===== src/rtl/rsa_keygen_ctrl.sv =====
// ---------------------------------------------------------------------------
// rsa_keygen_ctrl
//
// Sequencer around an external private-exponent generator. The generator
// takes (e, totient) and eventually returns d with a completion flag.
// This block:
//   - accepts p, q and e on a start pulse;
//   - computes the modulus n = p*q and the totient (p-1)*(q-1);
//   - validates the operands;
//   - clears and launches the generator;
//   - waits for the generator, giving up after a timeout;
//   - holds the resulting key pair (n, d) until the next accepted start.
//
// Optional build macro: COPRIME_CHECK_EN
//   When defined, an iterative Euclid stage rejects an e that shares a
//   factor with the totient before the generator is launched.
//   When undefined, that stage is absent. A non-coprime e then runs into
//   the generator timeout.
//
// Parameters
//   INPUTSIZE  width of p, q, e, totient and d
//   TIMEOUT    maximum WAIT cycles for gen_flag after launch
//   TMO_W      timeout counter width, 2**TMO_W > TIMEOUT
//
// Ports
//   clk          system clock, rising edge
//   rst          asynchronous active-high reset
//   start        one-cycle request, only honoured in IDLE
//   p, q, e      operands, sampled together with start
//   busy         high from the cycle after an accepted start until DONE/ERR
//   gen_clr      one-cycle generator clear, asserted in LAUNCH
//   gen_e        e presented to the generator, stable during WAIT
//   gen_totient  totient presented to the generator, stable during WAIT
//   gen_d        d returned by the generator
//   gen_flag     generator finished
//   n_out        modulus p*q
//   d_out        private exponent
//   key_valid    n_out/d_out valid, held until the next accepted start
//   key_err      operation failed, held until the next accepted start
//   err_code     00 bad input, 01 totient out of range,
//                10 not coprime, 11 timeout
// ---------------------------------------------------------------------------
module rsa_keygen_ctrl #(
    parameter int INPUTSIZE = 12,
    parameter int TIMEOUT   = 16384,
    parameter int TMO_W     = 15
) (
    input  logic                   clk,
    input  logic                   rst,
    input  logic                   start,
    input  logic [INPUTSIZE-1:0]   p,
    input  logic [INPUTSIZE-1:0]   q,
    input  logic [INPUTSIZE-1:0]   e,
    output logic                   busy,
    output logic                   gen_clr,
    output logic [INPUTSIZE-1:0]   gen_e,
    output logic [INPUTSIZE-1:0]   gen_totient,
    input  logic [INPUTSIZE-1:0]   gen_d,
    input  logic                   gen_flag,
    output logic [2*INPUTSIZE-1:0] n_out,
    output logic [INPUTSIZE-1:0]   d_out,
    output logic                   key_valid,
    output logic                   key_err,
    output logic [1:0]             err_code
);

    localparam int W  = INPUTSIZE;
    localparam int W2 = 2 * INPUTSIZE;

    localparam logic [W-1:0]     ONE_W    = W'(1);
    localparam logic [W-1:0]     TWO_W    = W'(2);
    localparam logic [W2-1:0]    ONE_W2   = W2'(1);
    // Last WAIT cycle index. Counting WAIT cycles 0..TIMEOUT-1 gives
    // exactly TIMEOUT chances to see gen_flag.
    localparam logic [TMO_W-1:0] TMO_LAST = TMO_W'(TIMEOUT - 1);

`ifdef COPRIME_CHECK_EN
    localparam int GCD_MAX  = 2 * INPUTSIZE;
    localparam int GCD_IT_W = $clog2(GCD_MAX + 1);
    localparam logic [GCD_IT_W-1:0] GCD_LAST = GCD_IT_W'(GCD_MAX);
`endif

    typedef enum logic [2:0] {
        S_IDLE,
        S_CALC,
        S_CHECK,
`ifdef COPRIME_CHECK_EN
        S_GCD,
`endif
        S_LAUNCH,
        S_WAIT,
        S_DONE,
        S_ERR
    } state_e;

    typedef enum logic [1:0] {
        ERR_INPUT   = 2'b00,
        ERR_RANGE   = 2'b01,
        ERR_COPRIME = 2'b10,
        ERR_TIMEOUT = 2'b11
    } err_e;

    state_e            state_q, state_d;
    logic [W-1:0]      p_q, p_d;
    logic [W-1:0]      q_q, q_d;
    logic [W-1:0]      e_q, e_d;
    logic [W2-1:0]     n_q, n_d;
    logic [W2-1:0]     tot_q, tot_d;
    logic [TMO_W-1:0]  cnt_q, cnt_d;
    logic [W-1:0]      gen_e_q, gen_e_d;
    logic [W-1:0]      gen_tot_q, gen_tot_d;
    logic [W2-1:0]     n_out_q, n_out_d;
    logic [W-1:0]      d_out_q, d_out_d;
    logic              key_valid_q, key_valid_d;
    logic              key_err_q, key_err_d;
    logic [1:0]        err_code_q, err_code_d;

`ifdef COPRIME_CHECK_EN
    logic [W-1:0]          gcd_a_q, gcd_a_d;
    logic [W-1:0]          gcd_b_q, gcd_b_d;
    logic [GCD_IT_W-1:0]   gcd_it_q, gcd_it_d;
`endif

    // Operands widened before the multiply. This keeps the product at the
    // full 2*W bits. (p-1) is formed at the wide width. p<2 is rejected in
    // CHECK anyway, so a p of 0 cannot matter.
    logic [W2-1:0] p_ext, q_ext, prod_n, prod_tot;

    assign p_ext    = {{W{1'b0}}, p_q};
    assign q_ext    = {{W{1'b0}}, q_q};
    assign prod_n   = p_ext * q_ext;
    assign prod_tot = (p_ext - ONE_W2) * (q_ext - ONE_W2);

    always_ff @(posedge clk or posedge rst) begin
        if (rst) begin
            state_q     <= S_IDLE;
            p_q         <= '0;
            q_q         <= '0;
            e_q         <= '0;
            n_q         <= '0;
            tot_q       <= '0;
            cnt_q       <= '0;
            gen_e_q     <= '0;
            gen_tot_q   <= '0;
            n_out_q     <= '0;
            d_out_q     <= '0;
            key_valid_q <= 1'b0;
            key_err_q   <= 1'b0;
            err_code_q  <= '0;
`ifdef COPRIME_CHECK_EN
            gcd_a_q     <= '0;
            gcd_b_q     <= '0;
            gcd_it_q    <= '0;
`endif
        end else begin
            state_q     <= state_d;
            p_q         <= p_d;
            q_q         <= q_d;
            e_q         <= e_d;
            n_q         <= n_d;
            tot_q       <= tot_d;
            cnt_q       <= cnt_d;
            gen_e_q     <= gen_e_d;
            gen_tot_q   <= gen_tot_d;
            n_out_q     <= n_out_d;
            d_out_q     <= d_out_d;
            key_valid_q <= key_valid_d;
            key_err_q   <= key_err_d;
            err_code_q  <= err_code_d;
`ifdef COPRIME_CHECK_EN
            gcd_a_q     <= gcd_a_d;
            gcd_b_q     <= gcd_b_d;
            gcd_it_q    <= gcd_it_d;
`endif
        end
    end

    always_comb begin
        state_d     = state_q;
        p_d         = p_q;
        q_d         = q_q;
        e_d         = e_q;
        n_d         = n_q;
        tot_d       = tot_q;
        cnt_d       = cnt_q;
        gen_e_d     = gen_e_q;
        gen_tot_d   = gen_tot_q;
        n_out_d     = n_out_q;
        d_out_d     = d_out_q;
        key_valid_d = key_valid_q;
        key_err_d   = key_err_q;
        err_code_d  = err_code_q;
`ifdef COPRIME_CHECK_EN
        gcd_a_d     = gcd_a_q;
        gcd_b_d     = gcd_b_q;
        gcd_it_d    = gcd_it_q;
`endif

        // key_valid/key_err are set on the edge that enters DONE/ERR.
        // They are therefore already visible during that one-cycle state.
        case (state_q)
            S_IDLE: begin
                if (start) begin
                    p_d         = p;
                    q_d         = q;
                    e_d         = e;
                    key_valid_d = 1'b0;
                    key_err_d   = 1'b0;
                    err_code_d  = '0;
                    n_out_d     = '0;
                    d_out_d     = '0;
                    state_d     = S_CALC;
                end
            end

            S_CALC: begin
                n_d     = prod_n;
                tot_d   = prod_tot;
                state_d = S_CHECK;
            end

            S_CHECK: begin
                if ((p_q < TWO_W) || (q_q < TWO_W) || (e_q < TWO_W)) begin
                    key_err_d  = 1'b1;
                    err_code_d = ERR_INPUT;
                    state_d    = S_ERR;
                end else if (|tot_q[W2-1:W]) begin
                    key_err_d  = 1'b1;
                    err_code_d = ERR_RANGE;
                    state_d    = S_ERR;
                end else if ({{W{1'b0}}, e_q} >= tot_q) begin
                    key_err_d  = 1'b1;
                    err_code_d = ERR_INPUT;
                    state_d    = S_ERR;
                end else begin
`ifdef COPRIME_CHECK_EN
                    gcd_a_d  = tot_q[W-1:0];
                    gcd_b_d  = e_q;
                    gcd_it_d = '0;
                    state_d  = S_GCD;
`else
                    state_d  = S_LAUNCH;
`endif
                end
            end

`ifdef COPRIME_CHECK_EN
            // One Euclid remainder step per cycle. Once b reaches zero,
            // a holds gcd(totient, e). The iteration guard cannot trip for
            // W-bit operands. It only bounds the state against corruption.
            S_GCD: begin
                if (gcd_b_q == '0) begin
                    if (gcd_a_q == ONE_W) begin
                        state_d = S_LAUNCH;
                    end else begin
                        key_err_d  = 1'b1;
                        err_code_d = ERR_COPRIME;
                        state_d    = S_ERR;
                    end
                end else if (gcd_it_q == GCD_LAST) begin
                    key_err_d  = 1'b1;
                    err_code_d = ERR_COPRIME;
                    state_d    = S_ERR;
                end else begin
                    gcd_a_d  = gcd_b_q;
                    gcd_b_d  = gcd_a_q % gcd_b_q;
                    gcd_it_d = gcd_it_q + 1'b1;
                end
            end
`endif

            S_LAUNCH: begin
                gen_e_d   = e_q;
                gen_tot_d = tot_q[W-1:0];
                cnt_d     = '0;
                state_d   = S_WAIT;
            end

            S_WAIT: begin
                if (gen_flag) begin
                    d_out_d     = gen_d;
                    n_out_d     = n_q;
                    key_valid_d = 1'b1;
                    state_d     = S_DONE;
                end else if (cnt_q == TMO_LAST) begin
                    key_err_d  = 1'b1;
                    err_code_d = ERR_TIMEOUT;
                    state_d    = S_ERR;
                end else begin
                    cnt_d = cnt_q + 1'b1;
                end
            end

            S_DONE:  state_d = S_IDLE;
            S_ERR:   state_d = S_IDLE;
            default: state_d = S_IDLE;
        endcase
    end

    assign busy        = (state_q != S_IDLE) && (state_q != S_DONE) && (state_q != S_ERR);
    assign gen_clr     = (state_q == S_LAUNCH);
    assign gen_e       = gen_e_q;
    assign gen_totient = gen_tot_q;
    assign n_out       = n_out_q;
    assign d_out       = d_out_q;
    assign key_valid   = key_valid_q;
    assign key_err     = key_err_q;
    assign err_code    = err_code_q;

endmodule


===== config.mk =====
export PLATFORM = sky130hd
export DESIGN_NAME = rsa_keygen_ctrl
export DESIGN_NICKNAME = d
export VERILOG_FILES = /design/src/rtl/rsa_keygen_ctrl.sv
export SDC_FILE = /design/constraint.sdc
export NUM_CORES = 1
export LEC_CHECK = 0
export CAP_MARGIN = 20
export CORE_ASPECT_RATIO = 1.75
export CORE_UTILIZATION = 38
export CTS_BUF_LIST = sky130_fd_sc_hd__clkbuf_8 sky130_fd_sc_hd__clkbuf_16
export DETAILED_ROUTE_END_ITERATION = 8
export PLACE_DENSITY_LB_ADDON = 0.15
export SLEW_MARGIN = 0
export SYNTH_ARGS = -nofsm -noshare
export SYNTH_HDL_FRONTEND = slang
export SYNTH_SLANG_ARGS = --single-unit

===== constraint.sdc =====
create_clock -name clk -period 14.61 [get_ports clk]
set_input_delay 2.922 -clock clk [delete_from_list [all_inputs] [get_ports clk]]
set_output_delay 2.922 -clock clk [all_outputs]
set_load 0.005 [all_outputs]

==> results.md <==
* Remaining DRCs at 0
* Initial antenna violation count at 0
* Clock period minus final worst setup slack at 8050 ps
* Setup violators final at 0
* Drt wl/cell at 17.4 µm
* Cells after synthesis at 1,986
* CTS Sinks at 166
* Placeable Area at 45,900 µm²
* Maximum clock path buffer count at 2
* Main synth FF type: dfrtp_1
* Post-CTS Setup Inserts at 0
* FFs w/ async S/R, synth at 1.00
* First-pass GRT wire length at 75.8 mm
* Final TNS setup at 0 ps
* Antenna cell count at 0
* Commonest cells after routing, fill and taps aside: nand2_1 (477), inv_1 (295), fa_1 (252)
* Clk pin slew, worst setup/hold paths at 90 ps
* Initial Util at 0.384
* Mean area per synthesized cell at 8.88 µm²
* Crit-path cells: nor4_1 > and3b_1 > and3_1 > nand2b_1 > inv_1 > fa_1 > inv_1 > fa_1 > inv_1 > fa_1 > fa_1 > fa_1 > ha_1 > ha_1 > a2111o_1 > a211o_1 > a31oi_1 > o21ai_0 > a21oi_1 > xnor2_1 > o21ai_1
* F_max at 0.124 GHz
* Slowest stage delay, CP at 960 ps
* Critical path's slowest cell: nor4_1
* Met1 WL at 17.7 mm
* Nets at 2,503
* Most used cell, CP: fa_1
* Kind of cell adding the most delay to the critical path: adder cells
* Final hold violations at 0
* Slew Viols, Final at 0
* Number of synthesized register bits at 166
* CP Capture Type: flop
* Routed vias/inst at 4.94
* Type of the most critical hold path: reg2reg
* Clk_lat worst skew at 470 ps
* All-Layer GR Usage at 0.211
* Cts hold-fix bufs at 0
* Share of post-route cells with drive strength above 1 at 0.0434
* Critical path buffer and inverter count at 3
* DRT Pass-1 Iters at 5
* CTS resizes at 0
* CP required at 14,940 ps
* Syn Nets at 2,429
* Arrival time worst endpoint at 8370 ps
* Status: completed
* Worst-Margin Slew at 1120 ps
* EDFF count, synth at 0
* Worst Skew at 18.4 ps
* Crit start category: flop
* Drt total wl at 46.1 mm
* Unrepaired setup endpoints after global routing: false
* Final antenna-violating net count at 0
* Total CTS buffers at 17
* Crit Path Category: reg2reg
* TritonCTS clock tree: yes
* Synth warn at 0
* Die width at 165 µm
* DR vias at 13,100
* Input/output buffers at 117
* CTS Root Cell: clkbuf_16
* I/O pin cnt at 118
* Synthesized area at 17,600 µm²
* Pin count of the biggest net entering global routing at 94
* Slew headroom at 0.249
* Register area share after synthesis at 0.235
* Distinct cell type count after synthesis at 55
* Area grow syn2layout at 13.6%
* Critical path fanouts, max at 16
* Drt first-iter violations at 515
* Commonest non-fill, non-tap cell in the layout: nand2_1
* Fillers at 4,574
* Die Area at 47,300 µm²
* Die height at 287 µm
* WL met3 at 1.17 mm
* Vias in the first global route at 14,300
* H-tree depth at 4
* Rows at 104
* Top Metal Used: met4
* Max_cap viols at 0
* Fin crit share at 0.551
* Routability cong. at 0.883
* Final HPWL DP at 36.9 mm
* Grt ovf at 0
* WL met2 at 25.5 mm
per-stage QoR:
stage / hold WS (ps) / worst slack (ps) / cell area [µm²] / utilization / instances
after CTS: 481 / 6520 / 20000 / 0.436 / 2656
after global placement: 461 / 6600 / 19400 / 0.422 / 2622
final: 477 / 6560 / 20000 / 0.436 / 2656
after global routing: 494 / 6020 / 20000 / 0.436 / 2656
after floorplan: 444 / 7200 / 17600 / - / 1986
after detailed placement: 465 / 6530 / 19400 / 0.423 / 2624
cell type report:
type | instances | area (µm²) | share of cell area
timing repair buffer | 142 | 1380 | 0.0688
inverter | 299 | 1130 | 0.0562
clock inverter | 14 | 178 | 0.00886
tap | 583 | 729 | 0.0364
multi-input combinational | 1434 | 12000 | 0.601
sequential | 166 | 4150 | 0.207
clock buffer | 18 | 439 | 0.0219
layer usage:
metal | up-vias | GRT usage
met5 | - | 0
met4 | 0 | 0.0901
met3 | 78 | 0.0218
met2 | 238 | 0.401
met1 | 6524 | 0.234
li1 | 6268 | -
registers in the layout, summed over array words and instances, names as in the netlist, 2 cells and up:
register and cells:
n_out 24, p_q 12, gen_totient 12, gen_e 12, n_q 24, tot_q 24
err_code 2, q_q 12, state_q 3, d_out 12, e_q 12, cnt_q 15
worst register-to-register path: cells and delay by family (launching register included):
family	cells	cell delay, ps
adders and majority gates	7	3300
and+or+nand+nor	4	2030
AOI/OAI and AO/OA	6	1280
DFF	1	680
buffers and inverters	3	490
xor gates and xnor gates	1	130
cells by family (layout without fill, tap and decap cells):
family | count (synthesis) | count (layout) | share of synthesized area
multiplexers | 13 | 13 | 0.00830
buffers and inverters | 386 | 473 | 0.0827
flip-flops | 166 | 166 | 0.235
XOR/XNOR | 81 | 81 | 0.0406
AO/OA/AOI/OAI | 199 | 199 | 0.0655
adder cells (fa/ha/maj) | 391 | 391 | 0.385
AND/OR/NAND/NOR | 750 | 750 | 0.183
final timing paths:
kind                       slack (ps)  cells after the start       from        end
min in group asynchronous        3020                      2        rst  d_out[10]
hold reg to reg                   480                      1  key_valid  key_valid
hold / removal                    480                      1  key_valid  key_valid
setup / recovery                 6560                     21     p_q[9]  tot_q[23]
max in group asynchronous       10070                      3        rst  tot_q[11]
setup reg to reg                 6560                     21     p_q[9]  tot_q[23]
Yosys cell counts, types with 3 or more instances:
master    count  area, µm²
mux2_2       13        146
or2_2         4       25.0
buf_1         8       30.0
fa_1        252       5040
nor2_1      111        417
nor4_1        5       31.3
inv_1       296       1110
clkbuf_1     76        285
nand2b_1     12       75.1
nand3_1      18       90.1
nand2_1     479       1800
xor2_1       36        315
a31oi_1       4       25.0
a211oi_1      5       37.5
o21a_1        4       30.0
xnor2_1      44        385
a31o_2        3       26.3
nor3_1       18       90.1
and3_1        3       18.8
and2_1       63        394
or4_1         5       37.5
o21bai_1      3       22.5
o31ai_1       7       52.6
a21oi_1      35        175
or3_1         8       50.1
ha_1        139       1740
o211ai_1      4       30.0
o21ai_0     107        536
nor2b_1       8       50.1
a21o_1       12       90.1
dfrtp_1     166       4150
nand4_1       7       43.8
Power is left out: the tool's default activity adds up to more than one toggle a clock period on the data nets, which glitch-free logic cannot reach.
